==> src/rtl/pitch_glide_control.sv <==
// Per-slot portamento: each oscillator slot slews its phase increment toward
// the target by a fraction of the remaining distance once a glide is armed.
module pitch_glide_control #(
  parameter int VOICES   = 8,
  parameter int V_WIDTH  = 3,
  parameter int V_OSC    = 4,
  parameter int O_WIDTH  = 2,
  parameter int OE_WIDTH = 1,
  parameter int PITCH_W  = 24
) (
  input  logic                                  sCLK_XVXOSC,
  input  logic                                  reset,
  input  logic [V_WIDTH+O_WIDTH+OE_WIDTH-1:0]   xxxx,
  input  logic [PITCH_W-1:0]                    target_pitch,
  input  logic                                  note_on,
  input  logic [V_WIDTH-1:0]                    note_voice,
  input  logic                                  legato,
  input  logic                                  cfg_we,
  input  logic                                  cfg_adr,
  input  logic [7:0]                            cfg_data,
  output logic [PITCH_W-1:0]                    osc_pitch_val,
  output logic [VOICES-1:0]                     glide_active
);

  localparam int E_WIDTH = O_WIDTH + OE_WIDTH;
  localparam int S_WIDTH = V_WIDTH + O_WIDTH;
  localparam int SLOTS   = VOICES * V_OSC;

  localparam logic [1:0] MODE_ALWAYS = 2'd1;
  localparam logic [1:0] MODE_LEGATO = 2'd2;

  localparam logic [PITCH_W:0] STEP_MIN = {{PITCH_W{1'b0}}, 1'b1};

  logic [S_WIDTH-1:0] in_idx;
  logic [S_WIDTH-1:0] s1_idx;
  logic [PITCH_W-1:0] s1_tgt;

  logic [PITCH_W-1:0] cur [SLOTS];
  logic [SLOTS-1:0]   valid;
  logic [SLOTS-1:0]   gliding;
  logic [SLOTS-1:0]   gliding_nxt;
  logic [SLOTS-1:0]   set_mask;

  logic [7:0] glide_time;
  logic [7:0] glide_mode;

  logic [PITCH_W:0] rd_cur;
  logic [PITCH_W:0] tgt_x;
  logic [PITCH_W:0] diff;
  logic [PITCH_W:0] step_raw;
  logic [PITCH_W:0] step;
  logic [PITCH_W:0] mv;
  logic             up;
  logic             rd_valid;
  logic             rd_glide;
  logic [PITCH_W-1:0] wb_cur;
  logic             wb_glide;
  logic             start_ok;
  logic [VOICES-1:0] ga_nxt;

  logic unused_bits;
  assign unused_bits = ^{xxxx[OE_WIDTH-1:0], glide_time[7:4], glide_mode[7:2]};

  assign in_idx = {xxxx[V_WIDTH+E_WIDTH-1:E_WIDTH], xxxx[E_WIDTH-1:OE_WIDTH]};

  // Slot state is read combinationally at s1_idx, so a writeback from the
  // previous cycle is already visible here: back-to-back visits never see stale data.
  always_comb begin
    rd_cur   = {1'b0, cur[s1_idx]};
    rd_valid = valid[s1_idx];
    rd_glide = gliding[s1_idx];
    tgt_x    = {1'b0, s1_tgt};
    up       = (tgt_x >= rd_cur);
    diff     = up ? (tgt_x - rd_cur) : (rd_cur - tgt_x);
    step_raw = diff >> glide_time[3:0];
    step     = (step_raw == '0) ? STEP_MIN : step_raw;
    mv       = up ? (rd_cur + step) : (rd_cur - step);
    if (!rd_valid || !rd_glide || (diff <= step) || mv[PITCH_W]) begin
      wb_cur   = s1_tgt;
      wb_glide = 1'b0;
    end else begin
      wb_cur   = mv[PITCH_W-1:0];
      wb_glide = 1'b1;
    end
  end

  always_comb begin
    start_ok = note_on &&
               ((glide_mode[1:0] == MODE_ALWAYS) ||
                ((glide_mode[1:0] == MODE_LEGATO) && legato));
    for (int s = 0; s < SLOTS; s++) begin
      set_mask[s] = start_ok && ((s / V_OSC) == int'(note_voice));
    end
  end

  // A note_on arming a voice wins over the same-cycle writeback's gliding bit.
  always_comb begin
    gliding_nxt         = gliding;
    gliding_nxt[s1_idx] = wb_glide;
    gliding_nxt         = gliding_nxt | set_mask;
  end

  always_comb begin
    for (int v = 0; v < VOICES; v++) begin
      ga_nxt[v] = |gliding[v*V_OSC +: V_OSC];
    end
  end

  always_ff @(posedge sCLK_XVXOSC or posedge reset) begin
    if (reset) begin
      s1_idx        <= '0;
      s1_tgt        <= '0;
      osc_pitch_val <= '0;
      glide_active  <= '0;
      valid         <= '0;
      gliding       <= '0;
      glide_time    <= 8'h04;
      glide_mode    <= 8'h00;
    end else begin
      s1_idx         <= in_idx;
      s1_tgt         <= target_pitch;
      osc_pitch_val  <= wb_cur;
      glide_active   <= ga_nxt;
      valid[s1_idx]  <= 1'b1;
      gliding        <= gliding_nxt;
      if (cfg_we) begin
        unique case (1'b1)
          !cfg_adr: glide_time <= cfg_data;
          cfg_adr:  glide_mode <= cfg_data;
        endcase
      end
    end
  end

  always_ff @(posedge sCLK_XVXOSC) begin
    cur[s1_idx] <= wb_cur;
  end

endmodule

==> config.mk <==
export PLATFORM = sky130hd
export DESIGN_NAME = pitch_glide_control
export DESIGN_NICKNAME = d
export VERILOG_FILES = /design/src/rtl/pitch_glide_control.sv
export SDC_FILE = /design/constraint.sdc
export NUM_CORES = 1
export LEC_CHECK = 0
export ABC_AREA = 0
export BUFFER_PORTS_ARGS = -buffer_cell sky130_fd_sc_hd__buf_4
export CORE_UTILIZATION = 57
export DETAILED_ROUTE_END_ITERATION = 7
export HOLD_SLACK_MARGIN = 0.08
export PLACE_DENSITY = 0.75
export SKIP_CTS_REPAIR_TIMING = 1
export SLEW_MARGIN = 20
export SYNTH_ARGS = -nofsm -noshare
export SYNTH_HDL_FRONTEND = slang
export SYNTH_SLANG_ARGS = --single-unit
==> constraint.sdc <==
create_clock -name sCLK_XVXOSC -period 11.4 [get_ports sCLK_XVXOSC]
set_clock_uncertainty 0.1 [all_clocks]
set_input_delay 0.57 -clock sCLK_XVXOSC [delete_from_list [all_inputs] [get_ports sCLK_XVXOSC]]
set_output_delay 0.57 -clock sCLK_XVXOSC [all_outputs]
set_load 0.01 [all_outputs]
==> impl_metrics.ini <==
[die]
std_cell_rows = 98
chipWidth_um = 270.8
die_height_um = 270.8
start_util = 0.5761
die_area_sq_um = 73330
io_pins = 79
core_area_sq_um = 71490

[place]
gp_congestion = 1.041
place.detailed.hpwl_um = 90140
placed_cells_incl_taps = 4090
port-buffer-count = 73

[route]
drt_first_pass_iters = 5
avgRoutedWirePerCell_um = 35.64
drt_drc_violations_left = 0
total_detailed_routing_wirelength_um = 154800
dr_total_vias = 30000
dr.first_iter.drc_count = 4441
vias_per_cell = 6.907
postRouteAntennaNets = 0

[synthesis]
synth_area_sq_um = 41180
synth_warnings = 0
number_of_enable_flip_flop_cells_after_synthesis = 768
ys_seq_elements = 899
synth_seq_area_share = 0.6396
post-synth-top-area-fraction = 0.5600
synth_cell_types = 113
synth_top_cell_by_area = sky130_fd_sc_hd__edfxtp_1
yosys-top-cells-area = sky130_fd_sc_hd__edfxtp_1 56%, sky130_fd_sc_hd__mux4_2 12%, sky130_fd_sc_hd__dfrtp_1 7.9%
ys_async_sr_fraction = 0.1457
synth_cells = 2610
synth_fp_nets = 2754
post_synth.cell_area_avg_sq_um = 15.78
ys.flop_type = sky130_fd_sc_hd__edfxtp_1

[finish]
post-route-util = 0.7276
finish.net_count = 3460
commonest_non_fill_non_tap_cell_in_the_layout = sky130_fd_sc_hd__edfxtp_1
multi_input_area_sq_um = 14800
most_frequent_cells_in_the_layout = 768 x sky130_fd_sc_hd__edfxtp_1, 659 x sky130_fd_sc_hd__buf_4, 214 x sky130_fd_sc_hd__mux4_2, 132 x sky130_fd_sc_hd__nand2_1, 127 x sky130_fd_sc_hd__dfrtp_1
drive_above_1_share = 0.3722
area.growth.synth_to_final_pct = 26.31
area.sequential_sq_um = 26350
fin_cells = 4343
fillerInstances = 4219

[worst_setup_path]
critical_path_arrival_ns = 11.67
r2r-end = cur[7][4]
critical_path_required_ns = 11.69
cpMaxStageDelayCell = sky130_fd_sc_hd__mux4_2
worstRegToRegCells = 49
crit_end = cur[7][4]
startpoint_type = flop
crit_fanout = 16
reg_to_reg_start = s1_idx[0]
type_of_the_setup_path_with_the_least_slack = flop to flop
r2r_slack_ns = 0.02
max_stage_delay_ns = 0.56
timing.critical_path.from = s1_idx[0]
worst_setup_path_end_kind = flop
critical_path.most_common_cell = sky130_fd_sc_hd__buf_4

[clock_tree]
clk_pin_slew_ns = 0.07
clock_sinks = 899
ctsLongestPathBuffers = 3
clk-insertion-delay-late_ns = 0.68
cts.root.buffer_cell = sky130_fd_sc_hd__clkbuf_16
tritoncts.num_buffers = 87
h-tree-depth = 3
tritoncts = yes

[global_route]
groute.usage.overall = 0.3949
grt_overflow = 0
grt_max_degree = 75
via_count_of_the_first_global_routing_pass = 29220
antenna_found_initial = 3
grt_first_pass_wirelength_um = 204600

[sta]
hold_slack_ns = 0.1394
worst_pin_slew_ns = 1.090
clock.fmax_ghz = 0.08787
timing.final.max_slew_violations = 0
final_min_period_over_clock_period = 0.9983
setup_viol = 0
report.final.hold_viol_count = 0
final_period_minus_worst_setup_slack_ns = 11.38
slew_headroom = 0.2722

[worst_hold_path]
worst_hold_path_type = input pin to flop

[outcome]
outcome = finished clean

[pwr]
vdd.ir_drop.worst_mv = 0.2218
power.static_leakage_uw = 0.01931
power_density_nw_per_um2 = 203.5
pnr_total_power_uw = 10590

[flow_run]
max_cap_violations = 0
worst max-delay path, delay by kind of cell (launching register included):
kind            cells  cell delay [ns]
buf+inv            15             2.47
simple gates       10             1.58
fa+ha+maj           2             0.62
mux                 3             1.61
flops               1             0.53
compound gates     17             3.84
xor+xnor            2             0.30
registers in the layout, indices dropped and copies added, names as in the netlist:
name,count
osc_pitch_val,24
glide_active,8
cur,768
s1_tgt,24
gliding,32
glide_mode,2
valid,32
glide_time,4
s1_idx,5
power breakdown:
group / switching [uW] / internal, uW / total, uW / leakage, uW
Clock: 1340 / 1580 / 2920 / 0.00135
Combinational: 2020 / 1610 / 3630 / 0.00957
Sequential: 100 / 3940 / 4040 / 0.00840
Total: 3460 / 7130 / 10600 / 0.0193
Yosys cell counts (7+ instances only):
cell type	number
sky130_fd_sc_hd__o21ai_0	75
sky130_fd_sc_hd__nor4_1	34
sky130_fd_sc_hd__nor2_1	92
sky130_fd_sc_hd__clkbuf_1	79
sky130_fd_sc_hd__buf_2	21
sky130_fd_sc_hd__nand2b_1	25
sky130_fd_sc_hd__mux4_2	214
sky130_fd_sc_hd__edfxtp_1	768
sky130_fd_sc_hd__and2_1	15
sky130_fd_sc_hd__inv_1	108
sky130_fd_sc_hd__xnor2_1	42
sky130_fd_sc_hd__or3_1	14
sky130_fd_sc_hd__nand4_1	22
sky130_fd_sc_hd__or2_2	24
sky130_fd_sc_hd__nor3_1	19
sky130_fd_sc_hd__mux2_2	10
sky130_fd_sc_hd__o211ai_1	30
sky130_fd_sc_hd__o31ai_1	18
sky130_fd_sc_hd__nand3_1	25
sky130_fd_sc_hd__o21a_1	13
sky130_fd_sc_hd__o311ai_1	13
sky130_fd_sc_hd__ha_1	94
sky130_fd_sc_hd__a22o_1	98
sky130_fd_sc_hd__a211o_1	8
sky130_fd_sc_hd__nand2_1	133
sky130_fd_sc_hd__buf_1	32
sky130_fd_sc_hd__xor2_1	21
sky130_fd_sc_hd__and3_1	17
sky130_fd_sc_hd__o21bai_1	12
sky130_fd_sc_hd__or4_1	11
sky130_fd_sc_hd__a21oi_1	94
sky130_fd_sc_hd__a21o_1	27
sky130_fd_sc_hd__dfrtp_1	130
sky130_fd_sc_hd__o221ai_1	14
sky130_fd_sc_hd__mux2i_1	34
sky130_fd_sc_hd__a22oi_1	11
sky130_fd_sc_hd__a31oi_1	19
sky130_fd_sc_hd__a211oi_1	16
sky130_fd_sc_hd__o31a_1	7
sky130_fd_sc_hd__nor2b_1	19
how the worst min path moves through the flow:
stage / startpoint / endpoint / slack [ns] / cells past startpoint
6_report: cfg_adr / glide_time[2] / 0.14 / 4
5_1_grt: cfg_adr / glide_time[2] / 0.19 / 4
4_1_cts: target_pitch[8] / s1_tgt[8] / -0.11 / 1
3_5_place_dp: valid[8] / valid[8] / 0.35 / 1
3_3_place_gp: valid[6] / valid[6] / 0.34 / 1
2_1_floorplan: valid[10] / valid[10] / 0.33 / 1
cell type report:
cell class | instances | share of cell area
repair buffers | 753 | 0.1239
inverters | 112 | 0.008178
clock buffers | 114 | 0.04498
diodes | 5 | 0.0002405
clock inverters | 47 | 0.008732
well taps | 950 | 0.02285
flip-flops and latches | 899 | 0.5066
multi-input cells | 1463 | 0.2845
per-stage QoR:
step | area [sq um] | setup WS (ns) | setup TNS (ns)
floorplan | 41320 | -0.1548 | -49.81
finish | 52020 | 0.01921 | 0
global placement | 47620 | -0.8537 | -601.95
detailed placement | 47660 | -1.023 | -680.30
global route | 52010 | -0.2676 | -148.12
CTS | 50450 | -1.135 | -746.25
metal layers:
metal,global-route usage,vias to the layer above,wire [um]
li1,-,11930,-
met1,0.4903,14920,50090
met2,0.6409,2483,72880
met3,0.07589,667,18970
met4,0.2492,0,12830
met5,0,-,0
kinds of logic (layout without fill, tap and decap cells):
kind of cell,after synthesis,count (layout),synth area share
compound gates,561,561,0.1024
xor+xnor,66,66,0.01458
fa+ha+maj,97,97,0.03002
buf+inv,253,1026,0.02497
flops,899,899,0.6396
mux,260,264,0.1289
other cells,0,5,0
simple gates,474,475,0.05943
No activity file was read; power rests on OpenSTA's default activity.
